`config.mk`:
```
export PLATFORM = sky130hd
export DESIGN_NAME = encoder_control_system
export DESIGN_NICKNAME = d
export VERILOG_FILES = /design/src/rtl/encoder_pkg.sv /design/src/rtl/quadrature_decoder.sv /design/src/rtl/encoder_control_system.sv
export SDC_FILE = /design/constraint.sdc
export NUM_CORES = 1
export LEC_CHECK = 0
export BUFFER_PORTS_ARGS = -buffer_cell sky130_fd_sc_hd__buf_2
export CAP_MARGIN = 20
export CORE_ASPECT_RATIO = 1.75
export CORE_MARGIN = 2
export CORE_UTILIZATION = 45
export DETAILED_ROUTE_END_ITERATION = 7
export PLACE_DENSITY_LB_ADDON = 0.2
export SLEW_MARGIN = 10
export SYNTH_ARGS = -nofsm -noshare
export SYNTH_HDL_FRONTEND = slang
export SYNTH_SLANG_ARGS = --single-unit
```
`constraint.sdc`:
```
create_clock -name clk -period 4.3 [get_ports clk]
set_input_delay 0.86 -clock clk [delete_from_list [all_inputs] [get_ports clk]]
set_output_delay 0.86 -clock clk [all_outputs]
set_load 0.01 [all_outputs]
```
`src/rtl/encoder_pkg.sv`:
```
// Shared constants and helpers for the quadrature encoder bring-up loop.
package encoder_pkg;

   localparam logic DIR_CW  = 1'b0;
   localparam logic DIR_CCW = 1'b1;

   localparam int DEFAULT_STEP_PERIOD = 50000;

   // Timer width for a given period; never narrower than one bit.
   function automatic int timer_width(input int period);
      return (period > 2) ? $clog2(period) : 1;
   endfunction

   localparam int TIMER_W = timer_width(DEFAULT_STEP_PERIOD);

   // {A,B} for phase index 0..3; walking the index upward is clockwise (A leads).
   localparam logic [1:0] GRAY_SEQ [4] = '{2'b00, 2'b10, 2'b11, 2'b01};

   function automatic logic [1:0] gray_index(input logic [1:0] ab);
      case (ab)
         2'b00:   return 2'd0;
         2'b10:   return 2'd1;
         2'b11:   return 2'd2;
         default: return 2'd3;
      endcase
   endfunction

endpackage

```
`src/rtl/quadrature_decoder.sv`:
```
// Decodes registered quadrature A/B into a signed position, last direction and a step strobe.
module quadrature_decoder
   import encoder_pkg::*;
(
   input  logic        clk,
   input  logic        rst_n,
   input  logic        A,
   input  logic        B,
   output logic [31:0] count,
   output logic        dir,
   output logic        step
);

   logic [1:0] prev_ab;
   logic [1:0] delta;

   // Phase distance modulo 4: 1 is a CW step, 3 a CCW step, 0 or 2 carry no usable motion.
   always_comb begin
      delta = gray_index({A, B}) - gray_index(prev_ab);
   end

   // NOTE: state updates use non-blocking assignments so every register samples pre-edge values.
   always_ff @(posedge clk or negedge rst_n) begin
      if (!rst_n) begin
         prev_ab <= 2'b00;
         count   <= '0;
         dir     <= DIR_CW;
         step    <= 1'b0;
      end else begin
         prev_ab <= {A, B};
         step    <= 1'b0;
         if (delta == 2'd1) begin
            count <= count + 32'd1;
            dir   <= DIR_CW;
            step  <= 1'b1;
         end else if (delta == 2'd3) begin
            count <= count - 32'd1;
            dir   <= DIR_CCW;
            step  <= 1'b1;
         end
      end
   end

endmodule

```
`src/rtl/encoder_control_system.sv`:
```
// Step timer, quadrature phase generator and segment/auto-reverse control around the decoder.
module encoder_control_system
   import encoder_pkg::*;
#(
   parameter int STEP_PERIOD = DEFAULT_STEP_PERIOD
) (
   input  logic        clk,
   input  logic        rst_n,
   input  logic        enable_motor_in,
   input  logic        motor_dir_in,
   input  logic [7:0]  limit_value_in,
   output logic        A_out,
   output logic        B_out,
   output logic [31:0] step_count_out,
   output logic        direction_out,
   output logic        done_out,
   output logic        motor_dir_out
);

   localparam int TW = (STEP_PERIOD == DEFAULT_STEP_PERIOD) ? TIMER_W : timer_width(STEP_PERIOD);
   localparam logic [TW-1:0] TERMINAL = TW'(STEP_PERIOD - 1);

   logic [TW-1:0] timer;
   logic          tick;
   logic [1:0]    phase;
   logic [1:0]    phase_next;
   logic [7:0]    seg;
   logic          dir_in_q;
   logic          dec_step;

   assign tick       = enable_motor_in && (timer == TERMINAL);
   assign phase_next = (motor_dir_out == DIR_CW) ? phase + 2'd1 : phase - 2'd1;

   always_ff @(posedge clk or negedge rst_n) begin
      if (!rst_n) begin
         timer <= '0;
      end else if (!enable_motor_in || tick) begin
         timer <= '0;
      end else begin
         timer <= timer + TW'(1);
      end
   end

   always_ff @(posedge clk or negedge rst_n) begin
      if (!rst_n) begin
         phase <= 2'd0;
         A_out <= 1'b0;
         B_out <= 1'b0;
      end else if (tick) begin
         phase <= phase_next;
         A_out <= GRAY_SEQ[phase_next][1];
         B_out <= GRAY_SEQ[phase_next][0];
      end
   end

   quadrature_decoder u_decoder (
      .clk   (clk),
      .rst_n (rst_n),
      .A     (A_out),
      .B     (B_out),
      .count (step_count_out),
      .dir   (direction_out),
      .step  (dec_step)
   );

   // A commanded direction change wins over a same-cycle segment completion.
   always_ff @(posedge clk or negedge rst_n) begin
      if (!rst_n) begin
         dir_in_q      <= DIR_CW;
         motor_dir_out <= DIR_CW;
         seg           <= '0;
         done_out      <= 1'b0;
      end else begin
         dir_in_q <= motor_dir_in;
         done_out <= 1'b0;
         if (motor_dir_in != dir_in_q) begin
            motor_dir_out <= motor_dir_in;
            seg           <= '0;
         end else if (enable_motor_in && (limit_value_in != 8'd0) && (seg >= limit_value_in)) begin
            done_out      <= 1'b1;
            motor_dir_out <= ~motor_dir_out;
            seg           <= '0;
         end else if (dec_step) begin
            seg <= seg + 8'd1;
         end
      end
   end

endmodule

```
## Word level (Yosys, flattened, before mapping)

Cells that the tools add are included.

- Magnitude comparators: 2
- Bitwise gates (word level): 2
- Equality and inequality tests: 8
- Reductions and logical operators: 11
- Add/sub/neg operators: 7
- Mux-type cells: 20

Operators by type and width:

| cell | count |
|---|---|
| $mux 32 | 2 |
| $add 32x1->32 const B | 1 |
| $sub 32x1->32 const B | 1 |
| $mux 8 | 3 |
| $add 16x1->16 const B | 1 |
| $eq 16x16->1 const B | 1 |
| $mux 16 | 1 |
| $pmux 2 s3 | 2 |
| $eq 2x2->1 const B | 5 |
| $add 8x1->8 const B | 1 |
| $ge 8x8->1 | 1 |
| $mux 1 | 8 |
| $reduce_bool 8->1 | 1 |
| $mux 2 | 3 |
| $bmux 2 s2 | 1 |
| $logic_not 2->1 | 2 |
| $reduce_bool 2->1 | 2 |
| $ge 3x3->1 const B | 1 |
| $logic_and 1x1->1 | 3 |
| $not 2->3 | 1 |
| $reduce_bool 3->1 | 1 |
| $add 2x1->2 const B | 1 |
| $eq 2x1->1 const B | 1 |
| $sub 2x1->2 const B | 1 |
| other kinds (5) | 5 |

- Flip-flop bits (word level): 67
- Output and inout port bits: 37
- Input port bits: 12
- Word-level logic and storage cells: 62

## Logic depth before layout (Yosys ltp)

Gate-level depths: netlist (run 1).

- Depth in word-level cells: 6
- Mapped depth: 17
- Depth with buffers taken out: 16

## By module

A second synthesis (run 1) with hierarchy kept.

- Cell total of the unflattened synthesis: 525
- Area, all modules: 4734.5 µm²

Modules (own cells, without submodules):

| module | area an instance (µm²) | cells each | instances |
|---|---|---|---|
| quadrature_decoder | 3072.9 | 361 | 1 |
| encoder_control_system | 1661.6 | 164 | 1 |

## Least setup slack after synthesis (run 1)

OpenSTA, ideal clock, no wires.

- Path kind: reg-to-reg
- Start: register A_out
- End: register u_decoder.count[31]
- Setup slack: 100 ps
- Library setup time: 80 ps
- Stages on the path, launching flop included: 16
- Buffers on the path: 1
- Arrival: 4120 ps
- Period minus slack after synthesis: 4200 ps
- Data required time: 4220 ps
- Cells stage by stage: dfrtp_1 -> inv_1 -> ha_1 -> ha_1 -> clkbuf_1 -> nor2_1 -> inv_1 -> ha_1 -> a211o_1 -> a21oi_4 -> a21bo_2 -> a2111oi_4 -> or4b_1 -> a41oi_2 -> mux2i_1 -> xnor2_1

- Word-level cells in the longest chain between the ends: 5
- Elaborated cells on any way between the ends: 9
- Those cells by class: add/sub: 1; eq/ne: 4; mux: 2; reduce/logical: 2

RTL lines:

| item | RTL line | text |
|---|---|---|
| start, declared | encoder_control_system.sv:12 | `output logic A_out,` |
| start signal, assigned | encoder_control_system.sv:51 | `A_out <= GRAY_SEQ[phase_next][1];` |
| $eq 2x2->1 or $logic_not 2->1 (tied branches) | encoder_pkg.sv:20 | `case (ab)` |
| $pmux 2 s3 * | encoder_pkg.sv:20 |  |
| $sub 2x2->2 * | quadrature_decoder.sv:19 | `delta = gray_index({A, B}) - gray_index(prev_ab);` |
| $eq 2x1->1 or $eq 2x2->1 (tied branches) | quadrature_decoder.sv:32, quadrature_decoder.sv:36 |  |
| $mux 32 or $reduce_bool 2->1 (tied branches) | - |  |
| end signal, assigned | quadrature_decoder.sv:33 | `count <= count + 32'd1;` |
| end signal, assigned | quadrature_decoder.sv:37 | `count <= count - 32'd1;` |
| end, declared | quadrature_decoder.sv:9 | `output logic [31:0] count,` |

Mark *: on every way between the ends. The rest lies on a longest branch, timed or not.
A chain may end at the register's enable or synchronous reset.

## Worst setup path in the final report (run 1)

Same ends and word-level chain as after synthesis.

==> flow_summary.json, run 1 <==
{
  "cts_tree": "built",
  "power_switching_uw": 306,
  "fp.coreArea_mm2": 0.0102,
  "setup_slack_ns": 0.323,
  "drtIter0Drc": 183,
  "p_clk_share_pct": 54.8,
  "num_vias": 3904,
  "drtPass1Iterations": 5,
  "root_buffer": "clkbuf_16",
  "synth_top_area_share_pct": 35.6,
  "wirelength_mm": 10.5,
  "slew_headroom_pct": 46.0,
  "ys_async_sr_fraction_pct": 100,
  "grt_max_degree": 62,
  "fin_nets": 629,
  "portBuffers": 48,
  "clock_latency_ns": 0.33,
  "grt_overflow": 0,
  "internal_power_mw": 1.18,
  "slowest_stage": "or4b_1",
  "synth_cells": 519,
  "timing.fmax_mhz": 251,
  "power.share.switching_pct": 20.6,
  "start_util_pct": 45.6,
  "holdWs_ns": 0.444,
  "yosys-top-cells-area": "dfrtp_1 36%, ha_1 13%, xnor2_1 5.3%",
  "path_class": "reg -> reg",
  "synth_commonest_cells": "66 x dfrtp_1, 58 x nand2_1, 52 x nor2_1, 48 x ha_1, 38 x o21ai_0",
  "maxSlewViolCount": 0,
  "synthesis.nets": 580,
  "synth.area.mux_share_pct": 0.917,
  "drc": 0,
  "grt_pass1_wl_mm": 18.1,
  "worst_slew_pin_slew_ns": 0.810,
  "ys.flop_type": "dfrtp_1",
  "cts_buffers": 9,
  "hold_violations": 0,
  "synth_edf_count": 0,
  "combPwrFrac_pct": 2.7,
  "fill_cells": 967,
  "clock_skew_ns": 0.00630,
  "path_buf_inv": 3,
  "min_path_type": "reg -> reg",
  "ys_ff_latch": 66,
  "yosys_warnings": 0,
  "cts_sinks": 66,
  "power_per_cell_area_mw_per_mm2": 277,
  "synth-seq-area-share_pct": 35.6,
  "cp_cell_sequence": "inv_1, ha_1, ha_2, nor2_1, clkinvlp_4, buf_4, ha_1, a21oi_2, o211ai_1, a41oi_1, nor2_1, or4b_1, a41oi_2, mux2i_1, xnor2_1",
  "outcome": "finished clean",
  "endpoint_kind": "register",
  "synth_top_family_by_area": "compound AO/OA/AOI/OAI gates",
  "fp.dieArea_mm2": 0.0112,
  "insertedDiodeCount": 0,
  "arrival_ns": 4.23,
  "pwr-share-seq_pct": 42.5,
  "place.gp.congestion": 0.935,
  "dpl-instance-area_mm2": 0.00501,
  "wire_per_inst_um": 15.0,
  "avgSynthCellArea_um2": 8.94,
  "p_leak_nw": 2.86,
  "die_height_um": 138,
  "setup_viol": 0,
  "chipWidth_um": 80.8,
  "cts_hold_buffers": 0,
  "cts_buffer_depth": 2,
  "htreeDepth": 3,
  "post-place-ws_ns": 0.164,
  "critPathRequiredTime_ns": 4.56,
  "period_minus_slack_ns": 3.98,
  "syn_to_final_growth_pct": 15.6,
  "synthSimpleGateAreaFrac_pct": 17.0,
  "antenna_left": 0,
  "dp_hpwl_mm": 7.94,
  "period_share_pct": 92.5,
  "synthXorXnorAreaFrac_pct": 10.4,
  "rsz0062_at_grt": "false",
  "synth_area_mm2": 0.00464,
  "worstPathMaxFanout": 15,
  "drive_above_1_share_pct": 16.1,
  "multi_input_comb_area_mm2": 0.00282,
  "grtUsageTotal_pct": 20.5,
  "rows": 49,
  "cpPeakStageDelay_ns": 0.55,
  "max-cap-violations": 0,
  "final_area_mm2": 0.00536,
  "synth_top_area_cell": "dfrtp_1",
  "startpoint_type": "register",
  "ys_types": 59,
  "ir_worst_vdd_v": 0.000186,
  "antenna_found_initial": 0,
  "synth_compound_area_share_pct": 19.0,
  "cp_top_family": "adder cells",
  "synth_most_common_cell": "dfrtp_1",
  "clkTransAtPathRegs_ns": 0.06,
  "tns_ns": 0,
  "grt_pass1_vias": 3912,
  "vias_per_cell": 5.58,
  "boundaryPins": 49,
  "synthAdderAreaFrac_pct": 13.4,
  "p_total_mw": 1.48,
  "regArea_mm2": 0.00165
}
## cell families after synthesis
logic type,after synthesis
simple gates,175
mux,4
flops,66
compound gates,127
buf+inv,43
fa+ha+maj,49
xor+xnor,55
## stage by stage
| step | cells | util (%) |
|---|---|---|
| 6_report | 700 | 52.7 |
| 5_1_grt | 700 | 52.7 |
| 4_1_cts | 698 | 52.5 |
| 3_5_place_dp | 682 | 49.3 |
| 3_3_place_gp | 682 | 49.3 |
| 2_1_floorplan | 519 | - |
## placed cells by master (no fill, tap or decap), drive strengths merged, types with 3 or more instances in the layout
cell type / synthesis / layout
a31o: 3 / 3
and3: 6 / 6
nand2b: 4 / 4
o21ai: 40 / 40
nor3: 9 / 9
a31oi: 5 / 5
dfrtp: 66 / 66
a21o: 20 / 20
xnor2: 28 / 28
xor2: 27 / 27
nand3: 22 / 22
clkbuf: 16 / 12
o21bai: 3 / 3
inv: 24 / 23
o31ai: 4 / 4
nand4: 12 / 12
buf: 3 / 57
a21oi: 28 / 28
nor2: 52 / 52
a2111oi: 4 / 4
nand2: 58 / 58
ha: 48 / 48
## state kept, by name (all words and copies together), names as in the netlist, 2 cells and up
register	cells
u_decoder.count	32
u_decoder.prev_ab	2
seg	8
timer	16
## worst paths after layout
kind / from / endpoint / slack (ns) / cells past startpoint
setup / recovery: A_out / u_decoder.count[31] / 0.32 / 15
hold / removal: A_out / u_decoder.prev_ab[1] / 0.44 / 0
setup reg to reg: A_out / u_decoder.count[31] / 0.32 / 15
hold reg to reg: A_out / u_decoder.prev_ab[1] / 0.44 / 0
max in group asynchronous: rst_n / u_decoder.count[15] / 2.77 / 2
min in group asynchronous: rst_n / seg[7] / 0.62 / 1
## final cells by class
type                            count  share of cell area (%)
Tap cell                          127                    2.96
Sequential cell                    66                    30.8
Inverter                           24                    1.75
Clock inverter                      4                    1.38
Clock buffer                       12                    4.78
Timing Repair Buffer               57                    5.74
Multi-Input combinational cell    410                    52.6
## power by group through the flow
stage          clock network (mW)  registers (mW)  logic, mW
6_report                    0.813           0.630     0.0408
5_1_grt                     0.860           0.631     0.0486
4_1_cts                     0.831           0.630     0.0423
3_5_place_dp                    0           0.641     0.0421
3_3_place_gp                    0           0.641     0.0403
2_1_floorplan                   0           0.640     0.0170
## per-layer routing
layer / track usage, % / up-vias / wire, µm / share of wire (%)
met4: 7.49 / 0 / 270 / 2.6
li1: - / 1940 / - / -
met2: 36.2 / 73 / 5620 / 53
met5: 0 / - / 0 / 0
met3: 4.24 / 23 / 309 / 2.9
met1: 23.7 / 1868 / 4310 / 41
## what timing repair did
item / in CTS / in global routing
setup buffers: 0 / 2
hold endpoints to repair: 0 / 0
endpoints found under the setup margin: 0 / 5
resized for setup: 0 / 2
Power figures use the tool's default switching activity.
==> run 2, diff against run 1 <==
Settings changed: CORE_UTILIZATION 45 to 30.
==> flow_summary.json, run 2 (synthesized netlist as in run 1, its figures left out) <==
{
  "wire_per_inst_um": 14.8,
  "dp_hpwl_mm": 8.61,
  "dp.cells": 739,
  "fin_nets": 630,
  "setup_viol": 0,
  "drc": 0,
  "syn_to_final_growth_pct": 16.3,
  "cp_top_family": "adder cells",
  "outcome": "finished clean",
  "maxSlewViolCount": 0,
  "place.gp.congestion": 0.914,
  "period_minus_slack_ns": 3.99,
  "vias_per_cell": 4.99,
  "htreeDepth": 3,
  "timing.fmax_mhz": 251,
  "cts_buffer_depth": 2,
  "largest_register_ffs": 32,
  "clkTransAtPathRegs_ns": 0.06,
  "top_register": "u_decoder.count",
  "grt_pass1_wl_mm": 18.9,
  "final_area_mm2": 0.00539,
  "wirelength_mm": 11.2,
  "path_class": "reg -> reg",
  "fp.coreArea_mm2": 0.0152,
  "num_vias": 3790,
  "grt_max_degree": 62,
  "endpoint_kind": "register",
  "worstPathMaxFanout": 11,
  "cts_tree": "built",
  "grt_overflow": 0,
  "portBuffers": 48,
  "cpPeakStageDelay_ns": 0.55,
  "p_leak_nw": 2.83,
  "startpoint_type": "register",
  "critPathRequiredTime_ns": 4.57,
  "grtUsageTotal_pct": 14.1,
  "drtIter0Drc": 102,
  "fp.dieArea_mm2": 0.0165,
  "start_util_pct": 30.4,
  "drtPass1Iterations": 4,
  "p_total_mw": 1.37,
  "antenna_left": 0,
  "die_height_um": 169,
  "stdcell_count": 760,
  "boundaryPins": 49,
  "cts_buffers": 9,
  "drive_above_1_share_pct": 16.6,
  "hold_violations": 0,
  "rows": 60,
  "min_path_type": "reg -> reg",
  "period_share_pct": 92.8,
  "clock_skew_ns": 0.00962,
  "slew_headroom_pct": 46.7,
  "clock_latency_ns": 0.34,
  "mostFrequentLayoutCells": "66 x dfrtp_1, 58 x nand2_1, 51 x nor2_1",
  "arrival_ns": 4.26,
  "mostFrequentLayoutCell": "dfrtp_1",
  "path_buf_inv": 3,
  "insertedDiodeCount": 0,
  "dpl-instance-area_mm2": 0.00507,
  "root_buffer": "clkbuf_16",
  "power_per_cell_area_mw_per_mm2": 255,
  "max-cap-violations": 0,
  "rsz0062_at_grt": "false",
  "chipWidth_um": 98.0,
  "tns_ns": 0,
  "largest_registers": "u_decoder.count: 32 flops, timer: 16 flops, seg: 8 flops",
  "ir_worst_vdd_v": 0.000158,
  "worst_slew_pin_slew_ns": 0.800,
  "antenna_found_initial": 0,
  "cp_cell_sequence": "inv_1, ha_1, ha_2, xnor2_1, nor2_2, clkinvlp_4, buf_4, ha_1, a21oi_2, o211ai_1, a41oi_1, nor2_1, or4b_1, a41oi_2, mux2i_1, xnor2_1",
  "slowest_stage": "or4b_1",
  "cts_sinks": 66,
  "grt_pass1_vias": 3931
}
run 2: final cells by class:
type | count | area [µm²]
clock inverter | 7 | 53.8
tap | 186 | 233
inverter | 24 | 93.8
fill | 1617 | 9850
clock buffer | 9 | 225
multi-input combinational | 410 | 2820
timing repair buffer | 57 | 308
timing repair inverter | 1 | 7.51
sequential | 66 | 1650
run 2: where the power goes:
| part | switching (mW) | internal [mW] | leakage (nW) |
|---|---|---|---|
| Clock | 0.310 | 0.394 | 0.128 |
| Sequential | 0.00442 | 0.625 | 0.916 |
| Combinational | 0.0265 | 0.0138 | 1.79 |
| Total | 0.341 | 1.03 | 2.83 |
run 2: worst paths after layout:
check	from	slack [ns]	cells after the start	endpoint
min in group asynchronous	rst_n	0.60	1	timer[0]
worst min-delay path	A_out	0.47	0	u_decoder.prev_ab[1]
max in group asynchronous	rst_n	2.79	2	u_decoder.count[16]
worst max-delay path	A_out	0.31	16	u_decoder.count[31]
worst max register to register	A_out	0.31	16	u_decoder.count[31]
worst min register to register	A_out	0.47	0	u_decoder.prev_ab[1]
run 2: repair_timing:
action	in CTS	in global routing
gates resized for setup	0	3
hold buffers	0	0
buffers inserted	0	4
setup endpoints to repair	0	6
run 2: through the flow:
| step | util [%] | worst slack, ns | hold slack (ns) |
|---|---|---|---|
| floorplan | - | 0.0999 | 0.455 |
| global placement | 33.3 | 0.222 | 0.427 |
| detailed placement | 33.3 | 0.117 | 0.460 |
| CTS | 35.1 | 0.0651 | 0.475 |
| global route | 35.4 | 0.0833 | 0.482 |
| finish | 35.4 | 0.311 | 0.471 |
run 2: metal layers:
layer	global-route usage [%]	wire (µm)	vias to the layer above
met3	2.52	286	16
met5	0	0	-
met4	6.04	289	0
met2	26.8	6210	44
li1	-	-	1935
met1	15.0	4450	1795
==> run 3, diff against run 2 <==
Settings changed: SYNTH_HIERARCHICAL set to 1.
==> flow_summary.json, run 3 <==
{
  "outcome": "finished clean",
  "drive_above_1_share_pct": 16.8,
  "period_share_pct": 90.5,
  "regArea_mm2": 0.00165,
  "cts_buffers": 9,
  "drc": 0,
  "cts_buffer_depth": 2,
  "cts_tree": "built",
  "largest_register_ffs": 32,
  "slew_headroom_pct": 51.6,
  "antenna_left": 0,
  "yosys_warnings": 6,
  "wire_per_inst_um": 15.8,
  "synth_most_common_cell": "dfrtp_1",
  "r2r-end": "u_decoder/count[25]",
  "avgSynthCellArea_um2": 9.02,
  "rsz0062_at_grt": "false",
  "timing.fmax_mhz": 257,
  "whs_path_depth": 1,
  "grtUsageTotal_pct": 15.3,
  "ir_worst_vdd_v": 0.000415,
  "grt_max_degree": 57,
  "grt_pass1_wl_mm": 20.8,
  "post-place-ws_ns": 0.397,
  "ys_types": 66,
  "critPathRequiredTime_ns": 4.51,
  "grt_pass1_vias": 4274,
  "mostFrequentLayoutCells": "66 x dfrtp_1, 63 x nand2_1, 48 x ha_1, 48 x buf_2, 42 x o21ai_0",
  "tns_ns": 0,
  "cpPeakStageDelay_ns": 0.41,
  "startpoint": "A_out",
  "mostFrequentLayoutCell": "dfrtp_1",
  "fin_util_pct": 35.8,
  "path_buf_inv": 2,
  "syn_to_final_growth_pct": 16.4,
  "period_minus_slack_ns": 3.89,
  "insertedDiodeCount": 0,
  "yosys-top-cells-area": "dfrtp_1 35%, ha_1 13%, nand2_1 5.0%",
  "synth-seq-area-share_pct": 34.9,
  "clock_latency_ns": 0.33,
  "antenna_found_initial": 0,
  "post-cts-setup-buffers": 0,
  "worstHoldEndpoint": "timer[0]",
  "drtPass1Iterations": 4,
  "hold_violations": 0,
  "cts_hold_buffers": 0,
  "crit_top_cell": "ha_1",
  "multi_input_comb_area_mm2": 0.00293,
  "cp_top_family": "compound AO/OA/AOI/OAI gates",
  "drtIter0Drc": 111,
  "boundaryPins": 49,
  "dp_hpwl_mm": 9.28,
  "ys_async_sr_fraction_pct": 100,
  "place.gp.congestion": 0.842,
  "cp_cell_sequence": "inv_1, ha_1, ha_1, xnor3_1, nand2_1, buf_4, ha_1, o21a_1, o211a_1, a221o_1, a21oi_2, o21ai_2, a2111o_1, nor3b_1",
  "synth_area_mm2": 0.00473,
  "worst_slew_pin_slew_ns": 0.726,
  "synth_cells": 525,
  "fin_nets": 641,
  "regToRegSetupSlack_ns": 0.41,
  "clock_skew_ns": 0.00718,
  "rr_startpoint": "A_out",
  "portBuffers": 48,
  "wirelength_mm": 12.1,
  "fp.dieArea_mm2": 0.0168,
  "p_leak_nw": 2.50,
  "arrival_ns": 4.10,
  "fill_cells": 1594,
  "fp.coreArea_mm2": 0.0154,
  "grt_overflow": 0,
  "clkTransAtPathRegs_ns": 0.06,
  "htreeDepth": 3,
  "slowest_stage": "dfrtp_1",
  "worstPathMaxFanout": 23,
  "chipWidth_um": 99.0,
  "maxSlewViolCount": 0,
  "top_register": "u_decoder/count",
  "start_util_pct": 30.8,
  "synth_top_area_share_pct": 34.9,
  "power_per_cell_area_mw_per_mm2": 794,
  "ys_ff_latch": 66,
  "endpoint_kind": "register",
  "largest_registers": "u_decoder/count: 32 flops, timer: 16 flops, seg: 8 flops",
  "max-cap-violations": 0,
  "ys.flop_type": "dfrtp_1",
  "dp.cells": 754,
  "synth_commonest_cells": "66 x dfrtp_1, 63 x nand2_1, 48 x ha_1, 42 x o21ai_0, 36 x nor2_1",
  "setup_slack_ns": 0.409,
  "synthesis.nets": 586,
  "synth_top_area_cell": "dfrtp_1",
  "min_from": "timer[0]",
  "min_path_type": "reg -> reg",
  "synth_edf_count": 0,
  "cts.repair.resized": 0,
  "startpoint_type": "register",
  "path_class": "reg -> reg",
  "cts_sinks": 66,
  "root_buffer": "clkbuf_16",
  "rows": 60,
  "num_vias": 4063,
  "stdcell_count": 771,
  "setup_viol": 0,
  "worst_r2r_path_depth": 14,
  "vias_per_cell": 5.27,
  "die_height_um": 170
}
-- run 3: changes by cell type in the layout (fill, tap and decap cells not counted), sizes merged, moves of 6 or more --
cell and delta:
nor2 -15, a21o -13, nand3 -8, a211oi +7
xor2 -7, o21ai +6
-- run 3: cells by family after synthesis --
family	Yosys count	synth area share, %
buffers and inverters	38	3.20
XOR/XNOR	48	9.17
adder cells (fa/ha/maj)	49	13.1
multiplexers	5	1.11
flip-flops	66	34.9
AND/OR/NAND/NOR	184	19.8
AO/OA/AOI/OAI	135	18.7
-- run 3: metrics by stage --
step | area (µm²) | power (mW) | hold WS [ns]
finish | 5510 | 4.38 | 0.455
global route | 5510 | 4.80 | 0.486
CTS | 5480 | 4.43 | 0.456
detailed placement | 5210 | 3.71 | 0.449
global placement | 5210 | 3.68 | 0.422
floorplan | 4730 | 2.93 | 0.425
-- run 3: per-layer routing --
metal / vias up / wire length [µm] / GRT usage (%)
li1: 2010 / - / -
met1: 1967 / 4750 / 16.2
met2: 66 / 6770 / 29.1
met3: 20 / 354 / 3.08
met4: 0 / 277 / 6.02
met5: - / 0 / 0
-- run 3: area by class of cell --
| type | count | area share, % |
|---|---|---|
| inverter | 25 | 1.70 |
| sequential | 66 | 30.0 |
| clock inverter | 5 | 0.545 |
| clock buffer | 11 | 4.41 |
| timing repair buffer | 57 | 5.95 |
| multi-input combinational | 421 | 53.2 |
| tap | 186 | 4.22 |
-- run 3: worst max path at each step --
stage | endpoint | slack, ns | depth (start not counted)
after floorplan | u_decoder/count[25] | 0.20 | 13
final | u_decoder/count[25] | 0.41 | 14
after global placement | u_decoder/count[25] | 0.51 | 14
after global routing | u_decoder/count[18] | 0.08 | 14
after CTS | u_decoder/count[25] | 0.36 | 14
after detailed placement | u_decoder/count[25] | 0.40 | 14
-- run 3: power by group --
group / switching (mW) / internal, mW
Combinational: 1.59 / 1.13
Sequential: 0.172 / 0.809
Clock: 0.271 / 0.403
Total: 2.03 / 2.34
-- run 3: worst reg2reg max path: stages, from the launching register on --
cell      delay, ns
dfrtp_1        0.41
inv_1          0.07
ha_1           0.29
ha_1           0.20
xnor3_1        0.38
nand2_1        0.12
buf_4          0.30
ha_1           0.34
o21a_1         0.20
o211a_1        0.22
a221o_1        0.41
a21oi_2        0.23
o21ai_2        0.12
a2111o_1       0.38
nor3b_1        0.13
